File: src/rtl/vsense_pkg.sv
// ============================================================================
// Module : vsense_pkg
// Brief  : Shared state type, default constants and rectifier for vsense_detector.
// Rev    : 1.0  initial release
// ============================================================================
`default_nettype none

package vsense_pkg;

  typedef enum logic [1:0] {
    IDLE     = 2'd0,
    ARMING   = 2'd1,
    BLANK    = 2'd2,
    WAIT_LOW = 2'd3
  } vsense_state_t;

  localparam int VS_SAMPLE_W     = 12;
  localparam int VS_THRESH       = 400;
  localparam int VS_HYST         = 100;
  localparam int VS_MIN_CONSEC   = 3;
  localparam int VS_BLANK_CYCLES = 250;

  // Absolute value of a sign-extended w-bit sample; the most-negative code
  // saturates to the largest positive code so it cannot wrap back to negative.
  function automatic logic [31:0] vsense_magnitude(input logic signed [31:0] s,
                                                   input int w);
    logic signed [31:0] lim;
    lim = (32'sd1 <<< (w - 1)) - 32'sd1;
    if (s >= 0)    return s;
    if (s < -lim)  return lim;
    return -s;
  endfunction

endpackage

`default_nettype wire

File: src/rtl/vsense_blank_timer.sv
// ============================================================================
// Module : vsense_blank_timer
// Brief  : Loadable down-counter; done marks the final counted cycle.
// Rev    : 1.0  initial release
// ============================================================================
`default_nettype none

module vsense_blank_timer #(
  parameter int WIDTH = 8
) (
  input  logic             clk,
  input  logic             reset,
  input  logic             load,
  input  logic [WIDTH-1:0] load_value,
  output logic             busy,
  output logic             done
);

  logic [WIDTH-1:0] count;

  always_ff @(posedge clk or negedge reset) begin
    if (!reset) begin
      count <= '0;
      busy  <= 1'b0;
    end else if (load) begin
      count <= load_value;
      busy  <= 1'b1;
    end else if (busy) begin
      if (count == '0) busy  <= 1'b0;
      else             count <= count - 1'b1;
    end
  end

  assign done = busy && (count == '0);

endmodule

`default_nettype wire

File: src/rtl/vsense_detector.sv
// ============================================================================
// Module : vsense_detector
// Brief  : Ventricular sense qualifier with debounce, hysteresis and blanking.
//          Optional macro VSENSE_STATS_EN adds a saturating sense counter.
// Rev    : 1.0  initial release
// ============================================================================
`default_nettype none

module vsense_detector
  import vsense_pkg::*;
#(
  parameter int SAMPLE_W     = VS_SAMPLE_W,
  parameter int THRESH       = VS_THRESH,
  parameter int HYST         = VS_HYST,
  parameter int MIN_CONSEC   = VS_MIN_CONSEC,
  parameter int BLANK_CYCLES = VS_BLANK_CYCLES
) (
  input  logic                       clk,
  input  logic                       reset,
  input  logic                       sample_valid,
  input  logic signed [SAMPLE_W-1:0] sample_data,
  input  logic                       vpace_eI,
  output logic                       VPulse_eO,
  output logic                       blanking_o
`ifdef VSENSE_STATS_EN
  ,
  output logic [15:0]                sense_count_o
`endif
);

  localparam int CW = $clog2(MIN_CONSEC + 1);
  localparam int BW = (BLANK_CYCLES > 1) ? $clog2(BLANK_CYCLES) : 1;

  vsense_state_t state;
  logic [CW-1:0] consec;
  logic [31:0]   mag;
  logic          sup;
  logic          low;
  logic          sense_now;
  logic          timer_busy;
  logic          timer_done;

  assign mag = vsense_magnitude(32'(sample_data), SAMPLE_W);
  assign sup = mag >= 32'(THRESH);
  assign low = mag < 32'(THRESH - HYST);

  // A pace on the same edge suppresses an otherwise completed sense.
  assign sense_now = !vpace_eI && sample_valid && sup &&
                     (((state == IDLE) && (MIN_CONSEC == 1)) ||
                      ((state == ARMING) && (consec == CW'(MIN_CONSEC - 1))));

  vsense_blank_timer #(
    .WIDTH(BW)
  ) u_blank_timer (
    .clk       (clk),
    .reset     (reset),
    .load      (vpace_eI || sense_now),
    .load_value(BW'(BLANK_CYCLES - 1)),
    .busy      (timer_busy),
    .done      (timer_done)
  );

  always_ff @(posedge clk or negedge reset) begin
    if (!reset) begin
      state      <= IDLE;
      consec     <= '0;
      VPulse_eO  <= 1'b0;
      blanking_o <= 1'b0;
    end else begin
      VPulse_eO <= 1'b0;
      if (vpace_eI || sense_now) begin
        state      <= BLANK;
        consec     <= '0;
        blanking_o <= 1'b1;
        VPulse_eO  <= sense_now;
      end else begin
        case (state)
          IDLE: begin
            if (sample_valid && sup) begin
              consec <= CW'(1);
              state  <= ARMING;
            end
          end
          ARMING: begin
            if (sample_valid) begin
              if (sup) begin
                consec <= consec + 1'b1;
              end else begin
                consec <= '0;
                state  <= IDLE;
              end
            end
          end
          BLANK: begin
            if (timer_done || !timer_busy) begin
              state      <= WAIT_LOW;
              blanking_o <= 1'b0;
            end
          end
          WAIT_LOW: begin
            if (sample_valid && low) state <= IDLE;
          end
          default: state <= IDLE;
        endcase
      end
    end
  end

`ifdef VSENSE_STATS_EN
  always_ff @(posedge clk or negedge reset) begin
    if (!reset)                                  sense_count_o <= '0;
    else if (VPulse_eO && sense_count_o != 16'hFFFF) sense_count_o <= sense_count_o + 16'd1;
  end
`endif

endmodule

`default_nettype wire

File: config.mk
export PLATFORM = sky130hd
export DESIGN_NAME = vsense_detector
export DESIGN_NICKNAME = d
export VERILOG_FILES = /design/src/rtl/vsense_pkg.sv /design/src/rtl/vsense_blank_timer.sv /design/src/rtl/vsense_detector.sv
export SDC_FILE = /design/constraint.sdc
export NUM_CORES = 1
export LEC_CHECK = 0
export BUFFER_PORTS_ARGS = -buffer_cell sky130_fd_sc_hd__buf_2
export CORE_ASPECT_RATIO = 0.7
export CORE_MARGIN = 2
export CORE_UTILIZATION = 30
export CTS_CLUSTER_SIZE = 8
export DETAILED_ROUTE_END_ITERATION = 8
export PLACE_DENSITY = 0.54
export SKIP_LAST_GASP = 1
export SYNTH_ARGS = -nofsm -noshare
export SYNTH_HDL_FRONTEND = slang
export SYNTH_SLANG_ARGS = --single-unit
File: constraint.sdc
create_clock -name clk -period 3.4 [get_ports clk]
set_input_delay 0.51 -clock clk [delete_from_list [all_inputs] [get_ports clk]]
set_output_delay 0.51 -clock clk [all_outputs]
set_load 0.1 [all_outputs]
==> summary.md <==
| Metric | Value |
|---|---|
| Result of the run | finished clean |
| Worst stage delay on the critical path | ~610 ps |
| Final Max Slew Viols | 0 |
| Aggregate global-route resource usage | about an eighth |
| Total Die Area | around 4900 um^2 |
| Detailed-route via count | around 1200 |
| Core Area | around 4300 um^2 |
| Register-to-Register Path Depth | 7 |
| DRT Wirelength | around 2800 um |
| Crit end category | flop |
| TritonCTS clock tree | built |
| Antenna violations before repair | 0 |
| Antenna cell count | 0 |
| Syn Inst Count | between 150 and 200 |
| Via count of the first global-routing pass | between 1000 and 1500 |
| Top cell type's share of synthesized area | ~29% |
| Total I/O pin count | 18 |
| Post-synth net total | 178 |
| Number of DRC violations after detailed routing | 0 |
| Synthesized area | roughly 1300 um^2 |
| Number of flops mapped to enable cells by yosys | 0 |
| Number of buffers added by the clock tree synthesis step | 3 |
| Peak supply drop | ~0.00011 V |
| Register-to-Register Setup Slack | 1140 ps |
| Initial standard-cell utilization of the core | between 30 and 40% |
| Final RePlAce weighted congestion | a little under 0.8 |
| Most used cells in the layout excluding fill and tap cells | 23 x sky130_fd_sc_hd__nand2_1, 17 x sky130_fd_sc_hd__buf_2, 15 x sky130_fd_sc_hd__dfrtp_1, 15 x sky130_fd_sc_hd__nor2_1 |
| Number of buffer cells added on primary ports | 17 |
| Worst hold slack across all endpoints | ~160 ps |
| Shortest period the worst path allows | 3000 ps |
| Setup repair after global routing missed its margin | false |
| Final Total Pwr | between 0.4 and 0.5 mW |
| Origin of the critical flop-to-flop path | u_blank_timer.count[4]$_DFFE_PN0P_ |
| Max Clock Skew | between 3 and 4 ps |
| Die extent in y | around 60 um |
| Worst setup margin | about 400 ps |
| Cells after DPL | about 230 |
| Distinct cells, synth | 50 |
| Number of nets at the end of the flow | roughly 200 |
| Reg-to-Reg End | u_blank_timer.count[3]$_DFFE_PN0P_ |
| Share of the clock period used by the worst path after layout | between 80% and 90% |
| Slowest cell on crit path | sky130_fd_sc_hd__or4_4 |
| First-pass iteration count of the detailed router | 4 |
| Setup bufs post-CTS | 0 |
| Setup TNS after final layout | 0 ps |
| H-Tree Level Count | 1 |
| CP bufs+invs | 1 |
| Post-route non-filler standard cell count | 232 |
| Hold Fails Final Rpt | 0 |
| Clock net sink count | 15 |
| Commonest non-fill, non-tap cell in the layout | sky130_fd_sc_hd__nand2_1 |
| Maximum number of pins on one net before global-route repair | 16 |
| Share of synthesized registers carrying an async set or reset | 100% |
| X dimension of the die | between 80 and 90 um |
| Peak clock frequency supported by timing | between 0.3 and 0.4 GHz |
| Worst slew pin tran | roughly 600 ps |
| Top delay family on crit path | simple AND/OR/NAND/NOR gates |
| Total of max-cap violations | 0 |
| Mean cell area of the mapped netlist | 8.52 um^2 |
| Worst EP required | ~3600 ps |
| Clock root buffer master | sky130_fd_sc_hd__clkbuf_8 |
| Startpoint-to-endpoint class of the critical path | primary input to flop |
| Total of hold buffers inserted after clock tree synthesis | 0 |
| DR vias/cell | about 5 |
| FP Rows | 20 |
| Number of warnings printed during yosys synthesis | 0 |
| Maximum clock path buffer count | 2 |
| Final setup vio count | 0 |
| Worst Path Max Fanout | 5 |
| Proportion of layout cells with a drive suffix above 1 | about a quarter |
| Dominant register cell in the synthesized netlist | sky130_fd_sc_hd__dfrtp_1 |
| Routed Antenna Nets | 0 |
| Class of the most critical hold timing path | primary input to asynchronous set/reset pin |
| Worst slew margin relative to its limit | roughly three fifths |
| Pre-CTS setup slack | around 110 ps |
| Post-synthesis cell type with the largest combined area | sky130_fd_sc_hd__dfrtp_1 |
| Post-DP HPWL | around 2300 um |
| Area growth syn-to-layout | 17.4% |
| Detailed router's first-iteration violation count | 71 |
| Sequential share of the synthesized area | approximately 29% |
| Critical Path Source Type | primary input |
| GRT Residual Overflow | 0 |
| Lkg Pwr | 0.601 nW |
| FF+latch count, synth | 15 |
| Clock network latency to the later pin of the worst-skew pair | between 200 and 300 ps |
| Top cells by area, synth | sky130_fd_sc_hd__dfrtp_1 29%, sky130_fd_sc_hd__ha_1 8.6%, sky130_fd_sc_hd__nand2_1 6.6% |
| Power density of the placed cells | between 200 and 300 nW/um^2 |
| Routed WL per cell | between 10 and 15 um |
| First-pass GRT wire length | between 4000 and 5000 um |
| CP cell instances | buf_2, or4_4, nor2_8, nand2_1, ha_1, nor4b_1, a21oi_1, a211o_2, or2_1, a21o_1, a311oi_2 |
| Clock slew at the register clock pins of the worst setup and hold paths | 60 ps |
| Number of gates resized after CTS | 0 |
| Data arrival at the endpoint of the critical path | about 3200 ps |
## cell usage after synthesis (2+ instances only)
cell type,n
sky130_fd_sc_hd__a211oi_1,2
sky130_fd_sc_hd__a211oi_2,2
sky130_fd_sc_hd__a21oi_1,5
sky130_fd_sc_hd__buf_2,2
sky130_fd_sc_hd__buf_6,2
sky130_fd_sc_hd__dfrtp_1,15
sky130_fd_sc_hd__ha_1,9
sky130_fd_sc_hd__inv_1,5
sky130_fd_sc_hd__inv_2,2
sky130_fd_sc_hd__nand2_1,23
sky130_fd_sc_hd__nand3_1,6
sky130_fd_sc_hd__nor2_1,15
sky130_fd_sc_hd__nor3_1,4
sky130_fd_sc_hd__nor3b_1,2
sky130_fd_sc_hd__nor4_1,4
sky130_fd_sc_hd__o21a_1,2
sky130_fd_sc_hd__o21ai_0,4
sky130_fd_sc_hd__o22ai_1,2
sky130_fd_sc_hd__o31ai_1,6
sky130_fd_sc_hd__or3_1,4
sky130_fd_sc_hd__or4_1,2
sky130_fd_sc_hd__or4_4,2
sky130_fd_sc_hd__xnor2_1,6
## worst max-delay path by stage
stage	cells past startpoint	from	to	slack (ps)
after detailed placement	11	sample_data[7]	consec[0]$_DFFE_PN0P_	110
after global placement	14	sample_data[0]	consec[0]$_DFFE_PN0P_	150
after global routing	14	sample_data[0]	consec[0]$_DFFE_PN0P_	200
final	11	sample_data[7]	consec[0]$_DFFE_PN0P_	400
after CTS	11	sample_data[7]	consec[0]$_DFFE_PN0P_	390
after floorplan	15	sample_data[0]	consec[0]$_DFFE_PN0P_	270
## state kept, by name, summed over array words and instances, names as in the netlist
register	cells
VPulse_eO	1
blanking_o	1
consec	2
state	2
u_blank_timer.busy	1
u_blank_timer.count	8
## kinds of logic after synthesis
kind of cell	share of synthesized area (%)
DFF	28.8
muxes	0.768
adders and majority gates	8.64
xor gates and xnor gates	4.70
AOI/OAI and AO/OA	22.1
and+or+nand+nor	29.7
buffers and inverters	5.37
## metrics by stage
step | util (%) | cell area, um^2
floorplan | - | 1300
global placement | 34.9 | 1490
detailed placement | 34.9 | 1490
CTS | 36.0 | 1530
global route | 36.0 | 1530
finish | 36.0 | 1530
## per-layer routing
metal,share of wire (%),track usage (%),up-vias
li1,-,-,602
met1,54,19.4,559
met2,41,18.9,28
met3,4.3,3.05,3
met4,0.75,2.34,0
met5,0,0,-
## area by class of cell
type,instances,area (um^2)
Multi-Input combinational cell,124,858
Clock buffer,4,45.0
Sequential cell,15,375
Tap cell,55,68.8
Timing Repair Buffer,26,153
Fill cell,443,2720
Inverter,8,30.0
## power breakdown
part	total [mW]	leakage (nW)	switching, mW	internal (mW)
Sequential	0.190	0.164	0.00546	0.184
Clock	0.143	0.0228	0.0598	0.0830
Combinational	0.0916	0.414	0.0531	0.0385
Total	0.424	0.601	0.118	0.306
Note: power is estimated with default switching activity, not from simulation.
